<file path="src/rtl/sd_arb_pkg.sv">
// Shared types and constants for the SD request arbiter.
package sd_arb_pkg;

    typedef enum logic [1:0] {
        IDLE    = 2'd0,
        ISSUE   = 2'd1,
        XFER    = 2'd2,
        RELEASE = 2'd3
    } sd_arb_state_t;

    localparam logic [23:0] SD_ARB_TIMEOUT_DEF = 24'd10000000;

endpackage

</file>
<file path="src/rtl/sd_rr_pick.sv">
// Round-robin pick: the first requester after 'last' (wrapping) that is asking.
module sd_rr_pick
    import sd_arb_pkg::*;
#(
    parameter int NREQ = 2
) (
    input  logic [NREQ-1:0] req,
    input  logic [1:0]      last,
    output logic            valid,
    output logic [1:0]      idx
);

    // Scan from the furthest offset to the nearest so the nearest asker wins.
    always_comb begin
        valid = 1'b0;
        idx   = 2'd0;
        for (int k = NREQ; k >= 1; k--) begin
            for (int i = 0; i < NREQ; i++) begin
                if (req[i] && (((int'(last) + k) % NREQ) == i)) begin
                    valid = 1'b1;
                    idx   = 2'(i);
                end
            end
        end
    end

endmodule

</file>
<file path="src/rtl/sd_req_arbiter.sv">
// Arbitrates up to four SD block requesters onto one SD interface.
// Optional feature: define SD_ARB_TIMEOUT_EN to abort requests that see no
// sd_ack within TIMEOUT clk_sys cycles (req_err pulse, then RELEASE).
//
// state   | meaning
// IDLE    | no owner; round-robin pick among pending requests
// ISSUE   | command driven to SD, waiting for ack_s to rise
// XFER    | ack_s high; ack and buffer strobes routed to the owner
// RELEASE | command dropped; waiting for the owner to drop rd/wr
module sd_req_arbiter
    import sd_arb_pkg::*;
#(
    parameter int          NREQ    = 2,
    parameter logic [23:0] TIMEOUT = SD_ARB_TIMEOUT_DEF
) (
    input  logic                clk_sys,
    input  logic                reset_n,
    input  logic [32*NREQ-1:0]  req_lba,
    input  logic [NREQ-1:0]     req_rd,
    input  logic [NREQ-1:0]     req_wr,
    output logic [NREQ-1:0]     req_ack,
    output logic [NREQ-1:0]     req_buff_wr,
    input  logic [8*NREQ-1:0]   req_buff_din,
    output logic [NREQ-1:0]     req_err,
    output logic [31:0]         sd_lba,
    output logic                sd_rd,
    output logic                sd_wr,
    input  logic                sd_ack,
    input  logic                sd_buff_wr,
    output logic [7:0]          sd_buff_din,
    output logic [1:0]          grant,
    output logic                busy
);

    if (NREQ < 2 || NREQ > 4 || TIMEOUT == 24'd0) begin : g_bad_cfg
        $error("sd_req_arbiter: NREQ must be 2..4 and TIMEOUT nonzero");
    end

    sd_arb_state_t state, state_nxt;
    logic          ack_m, ack_s, ack_q;
    logic          ack_rise, ack_fall;
    logic [1:0]    last_grant;
    logic [NREQ-1:0] req_any;
    logic          pick_valid;
    logic [1:0]    pick_idx;
    logic [31:0]   pick_lba;
    logic          pick_rd, pick_wr;
    logic          own_req;
    logic          tmo_hit;

    assign req_any  = req_rd | req_wr;
    assign ack_rise = ack_s & ~ack_q;
    assign ack_fall = ~ack_s & ack_q;
    assign busy     = (state != IDLE);

    sd_rr_pick #(.NREQ(NREQ)) u_pick (
        .req   (req_any),
        .last  (last_grant),
        .valid (pick_valid),
        .idx   (pick_idx)
    );

    // Two-flop synchronizer for sd_ack plus a delayed copy for edge detection.
    always_ff @(posedge clk_sys or negedge reset_n) begin
        if (!reset_n) begin
            ack_m <= 1'b0;
            ack_s <= 1'b0;
            ack_q <= 1'b0;
        end else begin
            ack_m <= sd_ack;
            ack_s <= ack_m;
            ack_q <= ack_s;
        end
    end

`ifdef SD_ARB_TIMEOUT_EN
    logic [23:0] tmo_cnt;

    // Down-counter reloaded outside ISSUE; terminal count aborts the request.
    always_ff @(posedge clk_sys or negedge reset_n) begin
        if (!reset_n) begin
            tmo_cnt <= TIMEOUT;
        end else if (state == ISSUE) begin
            tmo_cnt <= tmo_cnt - 24'd1;
        end else begin
            tmo_cnt <= TIMEOUT;
        end
    end

    assign tmo_hit = (state == ISSUE) && (tmo_cnt == 24'd0);
`else
    assign tmo_hit = 1'b0;
`endif

    // Field muxes: picked requester for capture, owner for data and release.
    always_comb begin
        pick_lba    = '0;
        pick_rd     = 1'b0;
        pick_wr     = 1'b0;
        own_req     = 1'b0;
        sd_buff_din = '0;
        for (int i = 0; i < NREQ; i++) begin
            if (pick_idx == 2'(i)) begin
                pick_lba = req_lba[32*i +: 32];
                pick_rd  = req_rd[i];
                pick_wr  = req_wr[i];
            end
            if (grant == 2'(i)) begin
                own_req     = req_rd[i] | req_wr[i];
                sd_buff_din = req_buff_din[8*i +: 8];
            end
        end
    end

    // Next state and per-requester routing of ack, strobe and abort.
    always_comb begin
        state_nxt   = state;
        req_ack     = '0;
        req_buff_wr = '0;
        req_err     = '0;
        case (state)
            IDLE:    if (pick_valid) state_nxt = ISSUE;
            ISSUE:   if (tmo_hit) state_nxt = RELEASE;
                     else if (ack_rise) state_nxt = XFER;
            XFER:    if (ack_fall) state_nxt = RELEASE;
            RELEASE: if (!own_req) state_nxt = IDLE;
            default: state_nxt = IDLE;
        endcase
        for (int i = 0; i < NREQ; i++) begin
            if (grant == 2'(i)) begin
                if (state == XFER) begin
                    req_ack[i]     = ack_s;
                    req_buff_wr[i] = sd_buff_wr;
                end
                if (tmo_hit) req_err[i] = 1'b1;
            end
        end
    end

    // State register, owner and round-robin pointer.
    always_ff @(posedge clk_sys or negedge reset_n) begin
        if (!reset_n) begin
            state      <= IDLE;
            grant      <= 2'd0;
            last_grant <= 2'(NREQ - 1);
        end else begin
            state <= state_nxt;
            if (state == IDLE && pick_valid) begin
                grant      <= pick_idx;
                last_grant <= pick_idx;
            end
        end
    end

    // Command captured at grant, held through ISSUE/XFER, cleared on exit.
    // A requester asking for both read and write is issued a read.
    always_ff @(posedge clk_sys or negedge reset_n) begin
        if (!reset_n) begin
            sd_lba <= '0;
            sd_rd  <= 1'b0;
            sd_wr  <= 1'b0;
        end else if (state == IDLE && pick_valid) begin
            sd_lba <= pick_lba;
            sd_rd  <= pick_rd;
            sd_wr  <= pick_wr & ~pick_rd;
        end else if (state_nxt == RELEASE || state_nxt == IDLE) begin
            sd_lba <= '0;
            sd_rd  <= 1'b0;
            sd_wr  <= 1'b0;
        end
    end

endmodule

</file>
<file path="config.mk">
export PLATFORM = sky130hd
export DESIGN_NAME = sd_req_arbiter
export DESIGN_NICKNAME = d
export VERILOG_FILES = /design/src/rtl/sd_arb_pkg.sv /design/src/rtl/sd_rr_pick.sv /design/src/rtl/sd_req_arbiter.sv
export SDC_FILE = /design/constraint.sdc
export NUM_CORES = 1
export LEC_CHECK = 0
export BUFFER_PORTS_ARGS = -buffer_cell sky130_fd_sc_hd__buf_2
export CAP_MARGIN = 20
export CELL_PAD_IN_SITES_DETAIL_PLACEMENT = 0
export CELL_PAD_IN_SITES_GLOBAL_PLACEMENT = 1
export CORE_AREA = 3 3 86 88
export CTS_CLUSTER_SIZE = 14
export DETAILED_ROUTE_END_ITERATION = 10
export DIE_AREA = 0 0 89 91
export PLACE_DENSITY = 0.84
export SLEW_MARGIN = 10
export SYNTH_ARGS = -nofsm -noshare
export SYNTH_HDL_FRONTEND = slang
export SYNTH_SLANG_ARGS = --single-unit
</file>
<file path="constraint.sdc">
create_clock -name clk_sys -period 2.8 [get_ports clk_sys]
set_input_delay 0 -clock clk_sys [delete_from_list [all_inputs] [get_ports clk_sys]]
set_output_delay 0 -clock clk_sys [all_outputs]
set_load 0.05 [all_outputs]
</file>
==> results.cfg, run 1 <==
[run_status]
status = finished, violations left
failed_checks = hold timing

[yosys]
avgSynthCellArea_um2 = 10.9
syn_inst = 201
yosysTopAreaCellShare_pct = 45.8
ys_warn_count = 0
synth_cell_types = 30
ys_seq_area_share_pct = 47.0
synthTopCellsByArea = dfrtp_1 46%, mux2i_1 15%, o21ai_2 7.6%
syn-cell-area_um2 = 2190
ys_seq_elements = 41
synth_area_leader_cell = dfrtp_1

[placement]
hpwl_um = 4250
postPlaceCellArea_um2 = 2860
gp_congestion = 0.708
post-place-ws_ns = 0.854
dp_cells = 406
io_buffers = 135

[timing]
min_period_over_period_pct = 86.6
fmax_mhz = 412
maxSlewHeadroom_pct = 28.8
setup_tns_ns = 0
worst_slack_ns = 0.374
fin_skew_ns = 0.00755
min_period_ns = 2.43
finalSetupViolations = 0
hold_ws_ns = -0.000621
drv_slew = 0
finalHoldViolCount = 1
rsz0062_at_grt = false
worstMarginPinSlew_ns = 1.06

[worst_setup_path]
start_kind = flop
required_ns = 2.94
endpoint_kind = flop
r2r_start = last_grant[0]
worstPathArrival_ns = 2.57
crit_chain = o21ai_1, o21ai_4, buf_4, mux2i_1, dlygate4sd3_1, o21ai_1
cp_common_cell = o21ai_1
cp_slowest_cell = dfstp_2
critPathMaxFanout = 21
slowest_delay_ns = 0.57
path_class = reg2reg
crit_path_start = last_grant[0]

[routing]
drc = 0
drtIter0Drc = 53
first_pass_iters = 4
vias = 2129
drt-total-wl_um = 6010
vias_per_cell = 4.53
final_antenna_net_count = 0
detail_route.wl_per_cell_um = 12.8

[global_route]
grt_pass1_vias = 2141
antenna_found_initial = 0
grtUsageTotal_pct = 14.8
grt_first_pass_wirelength_um = 9620
grt-ovfl-total = 0
grt_max_degree = 42

[min_path]
holdCritStartpoint = req_lba[63]
hold_class = in2reg

[floorplanning]
coreArea_um2 = 6720
die_h_um = 91
placementRows = 30
initial_core_util_pct = 32.5
pin_count = 139
die_w_um = 89
die_area_um2 = 8100

[finish]
final_nets = 477
fillers = 622
drive_gt1_share_pct = 46.2
area_growth_pct = 62.6
antennaDiodeCount = 0
final_core_util_pct = 52.9
final_cells = 470
fin_area_um2 = 3550

[run]
maxCapViolCount = 0

[clock_network]
cts_htree_levels = 2
clkLatencyLatePin_ns = 0.29
clk_path_buf_depth = 2
cts_buffers = 5
cts-resized-gates = 0
cts_tree = yes
cts_sinks = 41
path_clk_slew_ns = 0.08
cts_root_buffer = clkbuf_8

[pwr]
p_int_mw = 1.95
power.share.sequential_pct = 26.0
p_sw_mw = 2.11
total_power_mw = 4.06
power.density_nw_per_um2 = 1140
leakagePower_nw = 1.85
switching_share_pct = 52.1
combPwrFrac_pct = 60.2
power.share.clock_pct = 13.9
ir_drop_mv = 0.533
[cells in the mapped netlist]
cell type  number
clkbuf_2        1
a21boi_1        1
buf_12          3
buf_4           3
a21oi_1         2
inv_1           1
dfrtp_1        40
buf_6           3
buf_8           1
a31oi_1         1
mux2_2          8
o311a_1         1
or3b_1          1
o21ai_2        19
dfstp_2         1
nand2_2         2
o211ai_1        1
nor3b_1         1
buf_2           5
o31ai_1         1
o21ai_1        16
nor2_2          1
nand2_1        36
nor2b_1         4
nor2_1          4
o21ai_0         4
o41ai_2         1
nand2b_1        6
mux2i_1        32
conb_1          1
[registers in the layout (all words and copies together) (netlist names)]
signal and flops:
ack_m 1, ack_q 1, ack_s 1, grant 1, last_grant 1, sd_lba 32
sd_rd 1, sd_wr 1, state 2
[critical path, delay by kind of cell, from the launching register on]
kind,cells,cell delay [ns]
AOI/OAI and AO/OA,3,0.50
buffers and inverters,2,0.97
DFF,1,0.57
muxes,1,0.23
[power groups by stage]
stage	sequential [mW]	clock, mW	combinational [mW]
6_report	1.05	0.562	2.44
2_1_floorplan	1.86	0	1.06
5_1_grt	1.10	0.600	2.60
3_3_place_gp	1.06	0	2.29
4_1_cts	1.06	0.572	2.46
3_5_place_dp	1.07	0	2.32
[placed cells by master (no fill, tap or decap), drive strengths merged]
cell         synthesis  routed
o211ai               1       1
dfstp                1       1
clkbuf               1       5
inv                  1       1
o31ai                1       1
buf                 15     139
clkinv               0       1
a21oi                2       2
nor3b                1       1
dfrtp               40      40
mux2i               32      32
mux2                 8       8
nand2               38      38
bufinv               0       2
or3b                 1       1
a21boi               1       1
a31oi                1       1
o311a                1       1
nand2b               6       6
o41ai                1       1
conb                 1       3
nor2b                4       4
dlygate4sd3          0      56
nor2                 5       5
o21ai               39      39
[routing by layer]
metal	GRT usage [%]	wire length [um]
met1	17.2	2400
met2	26.4	3230
met3	4.26	334
met4	3.35	50
met5	0	0
[path summary, 6_finish.rpt]
kind,endpoint,slack [ns],cells past startpoint
worst max-delay path,sd_lba[29],0.37,6
worst max register to register,sd_lba[29],0.37,6
min in group asynchronous,sd_lba[27],0.37,2
max in group asynchronous,grant[0],1.86,2
worst min register to register,ack_s,0.36,0
worst min-delay path,sd_lba[31],-0.0006,3
[layout make-up]
| class | count | area, um^2 | area share (%) |
|---|---|---|---|
| clock buffers | 5 | 68.8 | 1.94 |
| well taps | 80 | 100 | 2.82 |
| clock inverters | 3 | 65.1 | 1.83 |
| repair buffers | 195 | 1270 | 35.6 |
| multi-input cells | 145 | 1020 | 28.8 |
| inverters | 1 | 3.75 | 0.106 |
| flip-flops and latches | 41 | 1030 | 28.9 |
[kinds of logic after synthesis]
logic type / synth area share, %
AO/OA/AOI/OAI: 15.2
AND/OR/NAND/NOR: 11.3
other: 0.172
multiplexers: 18.8
buffers and inverters: 7.55
flip-flops: 47.0
[timing repair]
action                     in CTS  in global routing
setup endpoints to repair       0                  0
hold endpoints to repair       68                  1
hold buffers                   55                  1
setup buffers                   0                  0
Note: power is estimated with default switching activity, not from simulation.
==> inputs of run 2 (changes only) <==
--- a/config.mk
+++ b/config.mk
@@ -5,15 +5,16 @@
 export SDC_FILE = /design/constraint.sdc
 export NUM_CORES = 1
 export LEC_CHECK = 0
+export ABC_AREA = 1
 export BUFFER_PORTS_ARGS = -buffer_cell sky130_fd_sc_hd__buf_2
 export CAP_MARGIN = 20
 export CELL_PAD_IN_SITES_DETAIL_PLACEMENT = 0
 export CELL_PAD_IN_SITES_GLOBAL_PLACEMENT = 1
-export CORE_AREA = 3 3 86 88
+export CORE_AREA = 3 3 94 96
 export CTS_CLUSTER_SIZE = 14
 export DETAILED_ROUTE_END_ITERATION = 10
-export DIE_AREA = 0 0 89 91
-export PLACE_DENSITY = 0.84
+export DIE_AREA = 0 0 97 99
+export PLACE_DENSITY = 0.88
 export SLEW_MARGIN = 10
 export SYNTH_ARGS = -nofsm -noshare
 export SYNTH_HDL_FRONTEND = slang
==> constraint.sdc (replaced) <==
create_clock -name clk_sys -period 2.7 [get_ports clk_sys]
set_input_delay 0 -clock clk_sys [delete_from_list [all_inputs] [get_ports clk_sys]]
set_output_delay 0 -clock clk_sys [all_outputs]
set_load 0.05 [all_outputs]
==> run 2 against run 1 <==
  * The flow now finishes without violations
  * Sequential power about the same
  * First-iteration DRC count is 25% lower
  * Critical path depth is 2 higher
  * Clock-buffer cell count increased by 3
  * Area after synthesis is 9.9% higher
  * Setup slack improved by 0.48 ns
  * Wire length up 7.4%
  * Non-clock buffer count is 22 lower
  * Cell count increased by 20%
  * Global-route usage shrank 1.5 points
  * Largest power group unchanged
==> results.cfg, run 2 <==
[timing]
maxSlewHeadroom_pct = 38.7
min_period_over_period_pct = 68.4
finalHoldViolCount = 0
fmax_mhz = 541
min_period_ns = 1.85
drv_slew = 0
fin_skew_ns = 0.00663
worstMarginPinSlew_ns = 0.919
hold_ws_ns = 0.0179
rsz0062_at_grt = false
finalSetupViolations = 0
setup_tns_ns = 0

[finish]
final_cell_mix = 135 x buf_2, 133 x nand2_1, 40 x dfrtp_1, 37 x inv_1, 34 x dlygate4sd3_1
antennaDiodeCount = 0
area_growth_pct = 46.9
drive_gt1_share_pct = 41.1
largest_reg_flops = 32
regMostFlops = sd_lba
fin_area_um2 = 3530
reg_top3 = sd_lba (32), state (2)
final_cells = 562
layout_commonest_cell = buf_2
final_nets = 544

[yosys]
yosysTopAreaCellShare_pct = 41.7
synthArstFlopShare_pct = 100
synthMuxAreaShare_pct = 0
synth_top_family_by_area = simple AND/OR/NAND/NOR gates
syn_inst = 292
synth_compound_area_share_pct = 17.9
synthSimpleGateAreaFrac_pct = 26.6
ys_top_cells_by_count = 134 x nand2_1, 40 x dfrtp_1, 37 x inv_1
synthAdderAreaFrac_pct = 0
ys_seq_area_share_pct = 42.8
ys_seq_elements = 41
synth-xor-area-share_pct = 0
synth_area_leader_cell = dfrtp_1
synth_flop_cell = dfrtp_1
yosys.cell_count.top_type = nand2_1
avgSynthCellArea_um2 = 8.23
synth-edff-count = 0
syn-cell-area_um2 = 2400
synthTopCellsByArea = dfrtp_1 42%, nand2_1 21%, o211ai_2 15%
ys_warn_count = 0
synth_cell_types = 23

[worst_setup_path]
slowest_delay_ns = 0.57
required_ns = 2.93
cp_common_cell = nand2_1
path_class = reg2reg
worstPathArrival_ns = 2.08
critPathMaxFanout = 34
endpoint_kind = flop
start_kind = flop
cp_slowest_cell = dfrtp_1
crit_chain = inv_1, nand2_2, nand2_1, nand2_1, nand2_2, nor2_8, nand2_1, nand2_1

[global_route]
antenna_found_initial = 0
grtUsageTotal_pct = 13.3
grt_max_degree = 42
grt-ovfl-total = 0
grt_pass1_vias = 2284
grt_first_pass_wirelength_um = 10600

[floorplanning]
pin_count = 139
die_h_um = 99
coreArea_um2 = 8130
initial_core_util_pct = 29.5
die_area_um2 = 9600
die_w_um = 97
placementRows = 33

[placement]
dp_cells = 520
postPlaceCellArea_um2 = 3100
hpwl_um = 4620
gp_congestion = 0.827
io_buffers = 135

[clock_network]
cts_htree_levels = 2
clkLatencyLatePin_ns = 0.29
cts-resized-gates = 0
cts_sinks = 41
cts_root_buffer = clkbuf_8
clk_path_buf_depth = 2
postCtsHoldBufs = 34
postCtsSetupRepairBufs = 0
path_clk_slew_ns = 0.08
cts_tree = yes
cts_buffers = 5

[routing]
drt-total-wl_um = 6460
drtIter0Drc = 40
vias = 2341
detail_route.wl_per_cell_um = 11.5
drc = 0
first_pass_iters = 4
vias_per_cell = 4.17
final_antenna_net_count = 0

[pwr]
ir_drop_mv = 0.367
leakagePower_nw = 2.05
power.density_nw_per_um2 = 1150

[run]
maxCapViolCount = 0

[run_status]
status = finished clean

[min_path]
hold_class = in2reg
==> run 2: area by class of cell <==
| cell class | instances | area [um^2] |
|---|---|---|
| Timing Repair Buffer | 173 | 1050 |
| Clock buffer | 8 | 90.1 |
| Fill cell | 814 | 4610 |
| Inverter | 40 | 150 |
| Sequential cell | 41 | 1030 |
| Multi-Input combinational cell | 195 | 1080 |
| Tap cell | 105 | 131 |
==> run 2: metal layers <==
layer | wire [um] | GRT usage (%)
met5 | 0 | 0
met4 | 53 | 3.24
met3 | 537 | 4.32
met2 | 3270 | 23.7
met1 | 2600 | 15.5
==> run 2: critical path: cells and delay by family, from the launching register on <==
family	cells	cell delay, ns
buf+inv	1	0.28
flops	1	0.57
simple gates	7	0.94
==> run 2: cells by family (layout without fill, tap and decap cells) <==
logic type      count (synthesis)  in the layout
compound gates                 37             37
flops                          41             41
simple gates                  155            155
buf+inv                        58            221
other cells                     1              3
==> run 2: worst paths after layout <==
check,from,end,slack (ns),cells past startpoint
hold reg to reg,ack_m,ack_s,0.35,0
max in group asynchronous,reset_n,sd_lba[31],1.75,2
hold / removal,req_lba[30],sd_lba[30],0.02,5
setup / recovery,grant[0],sd_lba[17],0.85,8
setup reg to reg,grant[0],sd_lba[17],0.85,8
min in group asynchronous,reset_n,sd_lba[9],0.38,2
==> run 2: report_power, final <==
part	leakage (nW)	internal (mW)	switching (mW)
Sequential	0.515	0.879	0.160
Clock	0.0455	0.209	0.205
Combinational	1.49	0.652	1.94
Total	2.05	1.74	2.30
==> run 2: stage by stage <==
| step | total power, mW | utilization, % | setup slack [ns] |
|---|---|---|---|
| 3_3_place_gp | 3.58 | 38.1 | 0.939 |
| 6_report | 4.04 | 43.4 | 0.852 |
| 5_1_grt | 4.35 | 43.4 | 0.574 |
| 2_1_floorplan | 3.16 | - | 1.02 |
| 3_5_place_dp | 3.64 | 38.1 | 0.838 |
| 4_1_cts | 4.10 | 43.4 | 0.830 |
==> inputs of run 3 (changes only) <==
--- a/config.mk
+++ b/config.mk
@@ -5,16 +5,16 @@
 export SDC_FILE = /design/constraint.sdc
 export NUM_CORES = 1
 export LEC_CHECK = 0
-export ABC_AREA = 1
+export ABC_AREA = 0
 export BUFFER_PORTS_ARGS = -buffer_cell sky130_fd_sc_hd__buf_2
 export CAP_MARGIN = 20
 export CELL_PAD_IN_SITES_DETAIL_PLACEMENT = 0
 export CELL_PAD_IN_SITES_GLOBAL_PLACEMENT = 1
-export CORE_AREA = 3 3 94 96
+export CORE_AREA = 3 3 88 90
 export CTS_CLUSTER_SIZE = 14
 export DETAILED_ROUTE_END_ITERATION = 10
-export DIE_AREA = 0 0 97 99
-export PLACE_DENSITY = 0.88
+export DIE_AREA = 0 0 91 93
+export PLACE_DENSITY = 0.9
 export SLEW_MARGIN = 10
 export SYNTH_ARGS = -nofsm -noshare
 export SYNTH_HDL_FRONTEND = slang
==> constraint.sdc (replaced) <==
create_clock -name clk_sys -period 1.7 [get_ports clk_sys]
set_input_delay 0 -clock clk_sys [delete_from_list [all_inputs] [get_ports clk_sys]]
set_output_delay 0 -clock clk_sys [all_outputs]
set_load 0.05 [all_outputs]
==> run 3 against run 2 <==
  * Critical path depth is 5 lower
  * First-iteration DRC count is 20% higher
  * Utilization increased by 7.7 points
  * Largest power group unchanged
  * Non-clock buffer count grew 29
  * Sequential share of layout area down 0.94 points
  * Setup slack lost 0.59 ns
  * Largest cell class is now buffers
  * Wire length increased by 4.2%
  * Flip-flop and latch count did not move
  * Power increased by 62%
==> results.cfg, run 3 (synthesis results as in run 1) <==
[floorplanning]
die_h_um = 93
die_w_um = 91
coreArea_um2 = 7140
placementRows = 31
die_area_um2 = 8460
pin_count = 139
initial_core_util_pct = 30.6

[worst_setup_path]
r2r_end = sd_lba[1]
cp_top_family = buffers and inverters
cp_slowest_cell = dfrtp_1
path_class = reg2out
cp_num_cells = 3
endpoint_kind = output pin
required_ns = 1.70
slowest_delay_ns = 0.38
r2r_start = last_grant[0]
worstPathArrival_ns = 1.44
start_kind = flop
r2r_slack_ns = 0.29
cp.buffers_inverters = 2
reg2regPathDepth = 5
crit_chain = buf_4, mux2_2, buf_2
critPathMaxFanout = 13

[finish]
reg_top3 = sd_lba (32), state (2)
final_cells = 496
final_cell_mix = 135 x buf_2, 59 x dlygate4sd3_1, 40 x dfrtp_1, 36 x nand2_1, 32 x mux2i_1
fin_area_um2 = 3650
fillers = 671
largest_reg_flops = 32
layout_commonest_cell = buf_2
area_growth_pct = 66.8
final_nets = 484
drive_gt1_share_pct = 46.1
regMostFlops = sd_lba
antennaDiodeCount = 0

[clock_network]
cts_tree = yes
cts_sinks = 41
cts_root_buffer = clkbuf_8
clk_path_buf_depth = 2
cts_buffers = 5
path_clk_slew_ns = 0.08
clkLatencyLatePin_ns = 0.29
postCtsSetupRepairBufs = 0
cts_htree_levels = 2

[timing]
maxSlewHeadroom_pct = 63.7
min_period_ns = 1.44
min_period_over_period_pct = 84.9
drv_slew = 0
finalHoldViolCount = 0
fin_skew_ns = 0.00785
worstMarginPinSlew_ns = 0.545
worst_slack_ns = 0.257
rsz0062_at_grt = false
hold_ws_ns = 0.00906
finalSetupViolations = 0
fmax_mhz = 693

[placement]
gp_congestion = 0.752
postPlaceCellArea_um2 = 2940
hpwl_um = 4220
io_buffers = 135
dp_cells = 429
post-place-ws_ns = 0.286

[pwr]
p_sw_mw = 3.47
power.density_nw_per_um2 = 1790
leakagePower_nw = 1.88
power.share.clock_pct = 12.5
ir_drop_mv = 0.921
power.share.sequential_pct = 25.8
switching_share_pct = 53.2
p_int_mw = 3.06
total_power_mw = 6.53
combPwrFrac_pct = 61.6

[global_route]
grtUsageTotal_pct = 16.0
antenna_found_initial = 0
grt_pass1_vias = 2306
grt_max_degree = 42
grt-ovfl-total = 0
grt_first_pass_wirelength_um = 11000

[routing]
final_antenna_net_count = 0
drt-total-wl_um = 6730
detail_route.wl_per_cell_um = 13.6
vias = 2202
drc = 0
first_pass_iters = 4
vias_per_cell = 4.44
drtIter0Drc = 48

[min_path]
whs_path_depth = 3
holdCritStartpoint = req_lba[19]
holdPathEnd = sd_lba[19]
hold_class = in2reg

[run]
maxCapViolCount = 0

[run_status]
status = finished clean
## run 3: cell count changes in the layout (fill, tap and decap cells not counted), sizes merged, moves of 8 or more
cell | before | now
mux2 | 0 | 8
inv | 39 | 1
o211ai | 34 | 1
o21ai | 2 | 39
nand2 | 138 | 38
dlygate4sd3 | 34 | 59
mux2i | 0 | 32
## run 3: per-stage QoR
stage / TNS [ns] / utilization [%]
floorplan: -0.0163 / -
global placement: 0 / 41.2
CTS: 0 / 51.1
detailed placement: 0 / 41.2
finish: 0 / 51.1
global route: 0 / 51.1
## run 3: layout make-up
| class | count | area, um^2 | share of cell area [%] |
|---|---|---|---|
| clock buffer | 7 | 86.3 | 2.37 |
| clock inverter | 1 | 30.0 | 0.824 |
| inverter | 1 | 3.75 | 0.103 |
| multi-input combinational | 145 | 1020 | 28.1 |
| sequential | 41 | 1030 | 28.2 |
| tap | 99 | 124 | 3.40 |
| timing repair buffer | 202 | 1350 | 37.1 |
## run 3: worst max-delay path by stage
stage | end | slack (ns) | start
after floorplan | req_ack[1] | -0.02 | grant[0]
after global placement | sd_lba[5] | 0.32 | last_grant[0]
after detailed placement | sd_lba[1] | 0.29 | last_grant[0]
after CTS | sd_buff_din[4] | 0.22 | grant[0]
after global routing | sd_buff_din[6] | 0.17 | grant[0]
final | sd_buff_din[6] | 0.26 | grant[0]
## run 3: timing repair
action	CTS	global route
hold buffers	59	0
hold endpoints to repair	71	0
setup endpoints to repair	0	0
resized for setup	0	0
## run 3: power groups by stage
stage	clock network [mW]	registers [mW]	logic, mW
after floorplan	0	3.06	1.75
after global placement	0	1.68	3.93
after detailed placement	0	1.71	3.96
after CTS	0.854	1.69	4.07
after global routing	0.885	1.75	4.26
final	0.818	1.69	4.02
## run 3: worst min-delay path: cells and delay by family
| kind | cells | cell delay (ns) |
|---|---|---|
| muxes | 1 | 0.05 |
| AOI/OAI and AO/OA | 1 | 0.13 |
| buffers and inverters | 1 | 0.08 |
## run 3: routing by layer
| layer | wire [um] | GRT usage [%] | vias to the layer above |
|---|---|---|---|
| met5 | 0 | 0 | - |
| met4 | 106 | 5.03 | 0 |
| met3 | 353 | 4.26 | 8 |
| met2 | 3690 | 30.6 | 78 |
| met1 | 2580 | 17.0 | 1033 |
| li1 | - | - | 1083 |
